===== src/rtl/fifo_sum_pkg.sv =====
`default_nettype none
// ============================================================================
//  Module      : fifo_sum_pkg
//  Description : Shared types and constants for the column-sum sequencer:
//                sequencer FSM state encoding, fixed engine latency, data
//                width and in-flight counter width.
//  Revision    : 1.0 - initial release
// ============================================================================
package fifo_sum_pkg;

    // Byte width of pixels and of column sums.
    localparam int DATA_W  = 8;

    // Cycles from eng_flag to the matching po_flag.
    localparam int ENG_LAT = 3;

    // Width of the count of producing issues still inside the engine.
    localparam int INF_W   = 2;

    typedef enum logic [2:0] {
        ST_IDLE  = 3'd0,
        ST_WAIT  = 3'd1,
        ST_ISSUE = 3'd2,
        ST_HOLD  = 3'd3,
        ST_DRAIN = 3'd4,
        ST_DONE  = 3'd5
    } seq_state_e;

endpackage : fifo_sum_pkg
`default_nettype wire


===== src/rtl/sum_result_buf.sv =====
`default_nettype none
// ============================================================================
//  Module      : sum_result_buf
//  Description : Synchronous first-word-fall-through FIFO holding engine
//                results until the sink accepts them.
//  Ports       : clk_i/rst_i   clock, synchronous active-high reset
//                push_i/data_i write strobe and data
//                pop_i         read strobe (ignored when empty)
//                data_o        head entry (0 when empty)
//                empty_o/full_o/count_o  occupancy status
//  Revision    : 1.0 - initial release
// ============================================================================
module sum_result_buf #(
    parameter int DEPTH = 4,
    parameter int W     = 8
) (
    input  logic                   clk_i,
    input  logic                   rst_i,
    input  logic                   push_i,
    input  logic [W-1:0]           data_i,
    input  logic                   pop_i,
    output logic [W-1:0]           data_o,
    output logic                   empty_o,
    output logic                   full_o,
    output logic [$clog2(DEPTH):0] count_o
);

    localparam int AW = $clog2(DEPTH);
    localparam int CW = AW + 1;

    logic [W-1:0]  mem_q [DEPTH];
    logic [AW-1:0] wr_ptr_q;
    logic [AW-1:0] rd_ptr_q;
    logic [CW-1:0] count_q;

    logic w_do_push;
    logic w_do_pop;

    assign empty_o   = (count_q == '0);
    assign full_o    = (count_q == CW'(DEPTH));
    assign w_do_pop  = pop_i & ~empty_o;
    // When full, a simultaneous pop frees the slot being written.
    assign w_do_push = push_i & (~full_o | w_do_pop);

    assign count_o = count_q;
    // Head is masked so the output reads 0 whenever nothing is stored.
    assign data_o  = empty_o ? '0 : mem_q[rd_ptr_q];

    always_ff @(posedge clk_i) begin
        if (w_do_push) begin
            mem_q[wr_ptr_q] <= data_i;
        end
    end

    always_ff @(posedge clk_i) begin
        if (rst_i) begin
            wr_ptr_q <= '0;
            rd_ptr_q <= '0;
            count_q  <= '0;
        end else begin
            if (w_do_push) begin
                wr_ptr_q <= wr_ptr_q + 1'b1;
            end
            if (w_do_pop) begin
                rd_ptr_q <= rd_ptr_q + 1'b1;
            end
            case ({w_do_push, w_do_pop})
                2'b10:   count_q <= count_q + 1'b1;
                2'b01:   count_q <= count_q - 1'b1;
                default: count_q <= count_q;
            endcase
        end
    end

endmodule : sum_result_buf
`default_nettype wire


===== src/rtl/fifo_sum_seq.sv =====
`default_nettype none
// ============================================================================
//  Module      : fifo_sum_seq
//  Description : Sequencer in front of the 3-row column-sum engine. Accepts
//                a frame of ROWS*COLS bytes from a valid/ready source, issues
//                them to the engine as spaced single-cycle pulses, tracks
//                row/col position and in-flight results, and buffers engine
//                results for a valid/ready sink. Flags frame end and errors.
//  Ports       : sys_clk/sys_rst           clock, sync active-high reset
//                start                     begin a frame (IDLE only)
//                in_valid/in_data/in_ready byte source handshake
//                eng_flag/eng_data         to engine pi_flag/pi_data
//                eng_po_flag/eng_po_sum    from engine po_flag/po_sum
//                out_valid/out_data/out_ready  result sink handshake
//                busy/frame_done/frame_err frame status
//  Revision    : 1.0 - initial release
// ============================================================================
module fifo_sum_seq
    import fifo_sum_pkg::*;
#(
    parameter int COLS      = 4,
    parameter int ROWS      = 5,
    parameter int GAP       = 3,
    parameter int RES_DEPTH = 4
) (
    input  logic              sys_clk,
    input  logic              sys_rst,
    input  logic              start,
    input  logic              in_valid,
    input  logic [DATA_W-1:0] in_data,
    output logic              in_ready,
    output logic              eng_flag,
    output logic [DATA_W-1:0] eng_data,
    input  logic              eng_po_flag,
    input  logic [DATA_W-1:0] eng_po_sum,
    output logic              out_valid,
    output logic [DATA_W-1:0] out_data,
    input  logic              out_ready,
    output logic              busy,
    output logic              frame_done,
    output logic              frame_err
);

    localparam int COL_W  = (COLS > 1) ? $clog2(COLS) : 1;
    localparam int ROW_W  = $clog2(ROWS + 1);
    localparam int NRES   = (ROWS - 2) * COLS;
    localparam int RCNT_W = $clog2(ROWS * COLS + 1);
    localparam int HOLD_W = (GAP > 2) ? $clog2(GAP) : 1;
    localparam int DRN_W  = $clog2(ENG_LAT + 1);
    localparam int CNT_W  = $clog2(RES_DEPTH) + 1;
    localparam int OCC_W  = CNT_W + 1;

    seq_state_e        state_q;
    seq_state_e        state_d;
    logic [COL_W-1:0]  col_q;
    logic [ROW_W-1:0]  row_q;
    logic              last_q;
    logic [HOLD_W-1:0] hold_q;
    logic [DRN_W-1:0]  drain_q;
    logic [INF_W-1:0]  inflight_q;
    logic [RCNT_W-1:0] res_cnt_q;
    logic [DATA_W-1:0] eng_data_q;
    logic              err_q;

    logic              w_start_acc;
    logic              w_producing;
    logic [OCC_W-1:0]  w_occ;
    logic              w_credit;
    logic              w_accept;
    logic              w_issue;
    logic              w_inc;
    logic              w_ret;
    logic              w_spurious;
    logic              w_last_pix;
    logic              w_hold_end;
    logic              w_drain_end;
    logic              w_cnt_err;
    logic              w_pop;
    logic              w_drop;
    logic [DATA_W-1:0] w_buf_data;
    logic              w_buf_empty;
    logic              w_buf_full;
    logic [CNT_W-1:0]  w_buf_count;

    // ------------------------------------------------------------------
    // Position, credit and engine bookkeeping
    // ------------------------------------------------------------------
    assign w_start_acc = (state_q == ST_IDLE) & start;
    assign w_issue     = (state_q == ST_ISSUE);
    // Only pixels in the third row onward complete a 3-row column sum.
    assign w_producing = (row_q >= ROW_W'(2));
    assign w_last_pix  = (row_q == ROW_W'(ROWS - 1)) & (col_q == COL_W'(COLS - 1));

    // A producing pixel may only be issued if its result is guaranteed a
    // buffer slot, counting results already on their way back.
    assign w_occ    = OCC_W'(w_buf_count) + OCC_W'(inflight_q);
    assign w_credit = ~w_producing | (w_occ < OCC_W'(RES_DEPTH));
    assign w_accept = in_valid & in_ready;

    assign w_inc      = w_issue & w_producing;
    assign w_ret      = eng_po_flag & (inflight_q != '0);
    assign w_spurious = eng_po_flag & (inflight_q == '0);

    assign w_hold_end  = (hold_q == HOLD_W'(GAP - 2));
    assign w_drain_end = (state_q == ST_DRAIN) & (inflight_q == '0) &
                         (drain_q == DRN_W'(ENG_LAT - 1));
    assign w_cnt_err   = w_drain_end & (res_cnt_q != RCNT_W'(NRES));

    // ------------------------------------------------------------------
    // Result buffer
    // ------------------------------------------------------------------
    assign w_pop  = out_valid & out_ready;
    // Spurious returns are never stored; valid returns are lost only when
    // the buffer is full and not being drained this cycle.
    assign w_drop = w_ret & w_buf_full & ~w_pop;

    sum_result_buf #(
        .DEPTH (RES_DEPTH),
        .W     (DATA_W)
    ) u_res_buf (
        .clk_i   (sys_clk),
        .rst_i   (sys_rst),
        .push_i  (w_ret),
        .data_i  (eng_po_sum),
        .pop_i   (w_pop),
        .data_o  (w_buf_data),
        .empty_o (w_buf_empty),
        .full_o  (w_buf_full),
        .count_o (w_buf_count)
    );

    assign out_valid = ~w_buf_empty;
    assign out_data  = w_buf_data;
    assign eng_data  = eng_data_q;
    assign frame_err = err_q;

    // ------------------------------------------------------------------
    // FSM: next state and state-decoded outputs
    // ------------------------------------------------------------------
    always_comb begin
        state_d    = state_q;
        in_ready   = 1'b0;
        eng_flag   = 1'b0;
        busy       = 1'b0;
        frame_done = 1'b0;

        unique case (state_q)
            ST_IDLE: begin
                if (start) begin
                    state_d = ST_WAIT;
                end
            end
            ST_WAIT: begin
                busy     = 1'b1;
                in_ready = w_credit;
                if (in_valid && w_credit) begin
                    state_d = ST_ISSUE;
                end
            end
            ST_ISSUE: begin
                busy     = 1'b1;
                eng_flag = 1'b1;
                state_d  = ST_HOLD;
            end
            ST_HOLD: begin
                busy = 1'b1;
                if (w_hold_end) begin
                    state_d = last_q ? ST_DRAIN : ST_WAIT;
                end
            end
            ST_DRAIN: begin
                busy = 1'b1;
                if (w_drain_end) begin
                    state_d = ST_DONE;
                end
            end
            ST_DONE: begin
                busy       = 1'b1;
                frame_done = 1'b1;
                state_d    = ST_IDLE;
            end
            default: begin
                state_d = ST_IDLE;
            end
        endcase
    end

    // ------------------------------------------------------------------
    // Registers
    // ------------------------------------------------------------------
    always_ff @(posedge sys_clk) begin
        if (sys_rst) begin
            state_q    <= ST_IDLE;
            col_q      <= '0;
            row_q      <= '0;
            last_q     <= 1'b0;
            hold_q     <= '0;
            drain_q    <= '0;
            inflight_q <= '0;
            res_cnt_q  <= '0;
            eng_data_q <= '0;
            err_q      <= 1'b0;
        end else begin
            state_q <= state_d;

            if (w_start_acc) begin
                col_q  <= '0;
                row_q  <= '0;
                last_q <= 1'b0;
            end else if (w_issue) begin
                if (col_q == COL_W'(COLS - 1)) begin
                    col_q <= '0;
                    row_q <= row_q + 1'b1;
                end else begin
                    col_q <= col_q + 1'b1;
                end
                if (w_last_pix) begin
                    last_q <= 1'b1;
                end
            end

            // Held until the next accept so the engine samples a stable byte.
            if (w_accept) begin
                eng_data_q <= in_data;
            end

            if (w_issue) begin
                hold_q <= '0;
            end else if (state_q == ST_HOLD) begin
                hold_q <= hold_q + 1'b1;
            end

            if (state_q != ST_DRAIN) begin
                drain_q <= '0;
            end else if (inflight_q == '0) begin
                drain_q <= drain_q + 1'b1;
            end

            case ({w_inc, w_ret})
                2'b10:   inflight_q <= inflight_q + 1'b1;
                2'b01:   inflight_q <= inflight_q - 1'b1;
                default: inflight_q <= inflight_q;
            endcase

            if (w_start_acc) begin
                res_cnt_q <= '0;
            end else if (w_ret) begin
                res_cnt_q <= res_cnt_q + 1'b1;
            end

            // An error event in the same cycle as start still wins.
            if (w_spurious || w_drop || w_cnt_err) begin
                err_q <= 1'b1;
            end else if (w_start_acc) begin
                err_q <= 1'b0;
            end
        end
    end

endmodule : fifo_sum_seq
`default_nettype wire

===== config.mk =====
export PLATFORM = sky130hd
export DESIGN_NAME = fifo_sum_seq
export DESIGN_NICKNAME = d
export VERILOG_FILES = /design/src/rtl/fifo_sum_pkg.sv /design/src/rtl/sum_result_buf.sv /design/src/rtl/fifo_sum_seq.sv
export SDC_FILE = /design/constraint.sdc
export NUM_CORES = 1
export LEC_CHECK = 0
export ABC_CLOCK_PERIOD_IN_PS = 2100
export CAP_MARGIN = 20
export CORE_ASPECT_RATIO = 1.75
export CORE_UTILIZATION = 49
export DETAILED_ROUTE_END_ITERATION = 8
export PLACE_DENSITY_LB_ADDON = 0.2
export SYNTH_ARGS = -nofsm -noshare
export SYNTH_HDL_FRONTEND = slang
export SYNTH_SLANG_ARGS = --single-unit

===== constraint.sdc =====
create_clock -name sys_clk -period 2.1 [get_ports sys_clk]
set_input_delay 0.21 -clock sys_clk [delete_from_list [all_inputs] [get_ports sys_clk]]
set_output_delay 0.21 -clock sys_clk [all_outputs]
set_load 0.005 [all_outputs]

# Word level (Yosys, flattened, before mapping)
# Memories as Yosys holds them, arrays and structs flattened. A register that Yosys moved wholly into a read port is not among the register bits.
# Index checks and enable logic that the tools add are counted.
# op_classes
n_addsub	12
n_eq_ne	20
n_mux	20
bitwise_logic	20
reduce_logical	17
order_cmp	2
# ops
cell	count
$mux W3	5
$pmux W3 S5	1
$and A1 B1 Y1	14
$add A2 B1 Y2 const B	6
$eq A3 B3 Y1 const B	4
$eq A2 B2 Y1 const B	4
$mux W1	8
$mux W8	1
$ne A2 B2 Y1 const B	4
$reduce_bool A2 Y1	4
$add A3 B1 Y3 const B	2
$eq A2 B1 Y1 const B	3
$eq A3 B2 Y1 const B	2
$logic_not A3 Y1	2
$mux W2	3
$pmux W3 S2	1
$reduce_or A2 Y1	3
$add A5 B1 Y5 const B	1
$ne A5 B4 Y1 const B	1
$reduce_or A5 Y1	1
$add A3 B2 Y4	1
$lt A4 B3 Y1 const B	1
$not A1 Y1	4
$pmux W2 S2	1
other kinds (11)	14
# word_totals
output_inout_bits	22
mem_count	1
word_cells	105
mem_bits_rw	32
inputBits	22
ff_bits	36
# mem_list
memory	depth	word_bits	rd	rd_clocked_by_memory_dff	write_ports	line	rtl
u_res_buf.mem_q	4	8	1	1	1	sum_result_buf.sv:31	logic [W-1:0] mem_q [DEPTH];

# Logic depth before layout (Yosys ltp)
# logic_depth
ltp_word	8
ltp_mapped	8
depth_no_buf	8

# By module
# Synthesis repeated with hierarchy kept, for this count alone.
# unflattened
cells_unflattened	269
hier_area_um2	3258.1
# modules_own_cells
mod	seq_area_each_um2	cells_each	n_inst	area_per_inst_um2
sum_result_buf	1141.1	118	1	1821.7
fifo_sum_seq	580.6	151	1	1436.4

# Worst setup path before layout
# OpenSTA, ideal clock, no wires.
# synth_path
path_kind	flip-flop to flip-flop
from	register u_res_buf.count_q[1] (netlist: u_res_buf.count_o[1])
to	register u_res_buf.count_q[2] (netlist: u_res_buf.count_o[2])
n_path_buf	1
stages_incl_launch_ff	8
path_slack_ns	-0.052
synth_period_minus_slack_ns	2.152
arrival_ns	2.020
setup_ns	0.132
path_cell_list	dfxtp_1 > or3_1 > clkbuf_1 > nand3_1 > fa_1 > or3_2 > a31oi_1 > a21oi_1
# synth_via
elab_chain_cells	8
word_cells_on_any_way	14
cone_classes	add/sub (2); eq/ne (3); mux (1); bitwise (6); reduce/logical (2)
# synth_rtl
element	line	rtl
start, declared	sum_result_buf.sv:34	logic [CW-1:0] count_q;
start signal, assigned	sum_result_buf.sv:68	2'b10: count_q <= count_q + 1'b1;
start signal, assigned	sum_result_buf.sv:69	2'b01: count_q <= count_q - 1'b1;
start signal, assigned	sum_result_buf.sv:70	default: count_q <= count_q;
$logic_not A3 Y1 (*)	sum_result_buf.sv:39	assign empty_o = (count_q == '0);
$not A1 Y1 (*)	fifo_sum_seq.sv:132	assign out_valid = ~w_buf_empty;
named net out_valid	fifo_sum_seq.sv:36	output logic out_valid,
$and A1 B1 Y1	fifo_sum_seq.sv:112	assign w_pop = out_valid & out_ready;
$and A1 B1 Y1 (*)	sum_result_buf.sv:41	assign w_do_pop = pop_i & ~empty_o;
$or A1 B1 Y1	sum_result_buf.sv:43	assign w_do_push = push_i & (~full_o | w_do_pop);
$and A1 B1 Y1	sum_result_buf.sv:43	
$eq A2 B1 Y1 or $eq A2 B2 Y1 (tied branches)	sum_result_buf.sv:67	case ({w_do_push, w_do_pop})
$pmux W3 S2 or $reduce_bool A2 Y1 (tied branches)	--	
# Mark *: on every way through the listed nets, which the timed path passes. The rest lies on a longest branch.
# A chain may end at the register's enable or synchronous reset.

==> flow_summary.toml <==
[global_route]
overflow = 0
grt_pass1_wl_mm = 10.30
grt_max_degree = 15
grt.total_usage_pct = 19.96
grt_pass1_vias = 2233
antenna_found_initial = 0

[yosys]
ys_seq_area_share_pct = 54.11
yosys_warnings = 0
synth_enable_flop_cells = 32
ys_ff_latch = 70
syn_inst = 271
synthFlopType = "dfxtp_1"
yosysTopAreaCell = "edfxtp_1"
synthArstFlopShare_pct = 0
synth_cell_type_count = 53
synth_area_sq_mm = 0.003182
yosysTopAreaCellShare_pct = 30.20
syn_area_per_cell_sq_um = 11.74
syn_nets = 308
ys_top_cells_by_area = "edfxtp_1 30%, dfxtp_1 24%, mux4_2 5.7%"

[setup_path]
timing.rr.end = "u_res_buf.count_o[1]"
critPathArrivalTime_ps = 1830
crit_required_ps = 1890
reg2reg_depth = 6
setup.worst_path.start_class = "register"
rr_startpoint = "u_res_buf.count_o[0]"
worstSetupPathType = "reg -> out"
crit_path_cell_trace = "buf_8, buf_4, mux4_2, and2_4, dlygate4sd2_1"
crit_path_max_incr_delay_ps = 510
critPathMaxFanout = 8
reg2reg_slack_ps = 220
critPathCaptureType = "output port"
slowest_stage = "mux4_2"

[sta]
max_freq_mhz = 490.1
slew_violations = 0
hold_viol = 0
hold-worst-slack_ps = 455.2
maxSlewHeadroom_pct = 72.63
setup_violations = 0
fin_crit_sh_pct = 97.16
fin_crit_ps = 2040
finClkSkew_ps = 7.075
worstMarginPinSlew_ps = 410.6

[power_and_ir_drop]
vdd_drop_max_uv = 601.3
leakagePower_uw = 0.001573
power.density_mw_per_mm2 = 686.0

[die]
start_util_pct = 51.08
design.die.area_sq_mm = 0.006833
io_pins = 44
fp-row-count = 38
core-area_sq_mm = 0.006228
die_y_microns = 108.6
die_w_microns = 62.92

[drt]
routed-via-count = 2236
firstDrtPassIters = 4
routed_wl_mm = 6.184
via_per_inst = 5.311
drtAntennaViolNets = 0
drc_errors = 0
wl_per_cell_microns = 14.69
drtIter0Drc = 74

[worst_hold_path]
hold_path_startpoint = "hold_q[1]"
hold_class = "reg -> reg"
hold_depth = 2
worstHoldEndpoint = "hold_q[1]"

[place]
place.gp.congestion = 0.8731
port_buffers = 43
dp_hpwl_mm = 4.323
dpl-instance-area_sq_mm = 0.003750

[clocking]
clockRootBuffer = "clkbuf_8"
cts_hold_buf = 0
cts_tree = "yes"
h-tree-depth = 3
numCtsBuffers = 9
cts_sinks = 70
clock_latency_ps = 340
clk_pin_slew_ps = 70
cts_buffer_depth = 2

[status]
outcome = "finished, final reports clean"

[finish]
diodes = 0
final_nets = 373
area_delta_synth_final_pct = 28.08
multi_input_area_sq_mm = 0.001368
fillers = 499
final_cell_area_sq_mm = 0.004075
drive_above_1_share_pct = 20.23
register_area_sq_mm = 0.001734

[flow_run]
maxCapViolCount = 0
==> state kept, by name, summed over array words and instances (netlist names), named ones only <==
signal and cells:
drain_q 2, frame_err 1, u_res_buf.mem_q 32, u_res_buf.rd_ptr_q 2, res_cnt_q 5, u_res_buf.count_o 3, row_q 3, state_q 3
col_q 2, last_q 1, eng_data 8, inflight_q 2, hold_q 2, u_res_buf.wr_ptr_q 2
==> worst max-delay path, delay by kind of cell (launching register included) <==
| kind | cells | cell delay, ps |
|---|---|---|
| buffers and inverters | 3 | 490 |
| flip-flops | 1 | 350 |
| multiplexers | 1 | 510 |
| AND/OR/NAND/NOR | 1 | 150 |
==> how the worst max path moves through the flow <==
stage	start	end	slack, ps
after floorplan	u_res_buf.count_o[1]	u_res_buf.count_o[2]	30
after global placement	eng_po_flag	u_res_buf.count_o[2]	70
after detailed placement	eng_po_flag	u_res_buf.count_o[2]	20
after CTS	u_res_buf.count_o[1]	in_ready	-20
after global routing	register	out_data[7]	-0.8
final	register	out_data[7]	60
==> kinds of logic after synthesis <==
group           count (synthesis)  share of synthesized area, %
flops                          70                         54.11
simple gates                   90                         14.55
compound gates                 37                         8.573
mux                            18                         8.809
xor+xnor                       13                         3.578
fa+ha+maj                      15                         6.135
buf+inv                        28                         4.247
==> what timing repair did <==
action,CTS,global route
resized for setup,14,11
buffers inserted,5,4
pin swaps,1,3
setup endpoints to repair,9,6
==> cell usage after synthesis (all sizes together), types with 2 or more instances <==
cell type and count:
and2 12, nor2 28, mux2i 10, inv 14, a31o 2, o21ai 4, dfxtp 38, o211ai 2
o21a 2, a221oi 2, nand2b 2, and3 2, a211oi 2, nand3b 3, ha 14, a21oi 12
buf 8, a41oi 2, nand4 2, or3 3, nor3 2, xor2 6, xnor2 7, nor3b 3
mux4 8, o2111ai 3, edfxtp 32, clkbuf 6, nand2 18, nand3 7
==> per-layer routing <==
layer  GRT usage (%)  wire length, microns  vias to the layer above
met3           4.219                   195                       11
met5               0                     0                        -
met4           10.13                   153                        0
met1           21.02                  2387                     1079
li1                -                     -                     1094
met2           36.71                  3447                       52
==> metrics by stage <==
stage,power [uW],cells,utilization [%],setup TNS [ps],setup WS [ps]
global route,2916,421,65.43,-0.7521,-0.7521
floorplan,1645,271,-,0,28.31
CTS,2819,417,64.18,-18.75,-18.75
detailed placement,1766,396,60.20,0,21.17
finish,2795,421,65.43,0,59.68
global placement,1765,396,60.20,0,66.81
==> power breakdown <==
| part | switching [uW] | leakage, uW | internal (uW) | total, uW |
|---|---|---|---|---|
| logic | 115 | 0.000882 | 147 | 262 |
| registers | 29.0 | 0.000598 | 1440 | 1470 |
| clock network | 504 | 0.0000931 | 556 | 1060 |
==> placed cells by master (no fill, tap or decap), drive strengths merged, types with 12 or more instances in the layout <==
master | synthesis | layout
ha | 14 | 14
edfxtp | 32 | 32
nor2 | 28 | 28
inv | 14 | 15
dfxtp | 38 | 38
and2 | 12 | 12
a21oi | 12 | 12
nand2 | 18 | 18
clkdlybuf4s50 | 0 | 34
buf | 8 | 25
==> area by class of cell <==
type	instances	share of cell area [%]
Multi-Input combinational cell	173	33.56
Timing Repair Buffer	68	15.26
Clock buffer	10	3.132
Tap cell	80	2.456
Inverter	14	1.290
Sequential cell	70	42.55
Clock inverter	6	1.750
Power figures use the tool's default switching activity.
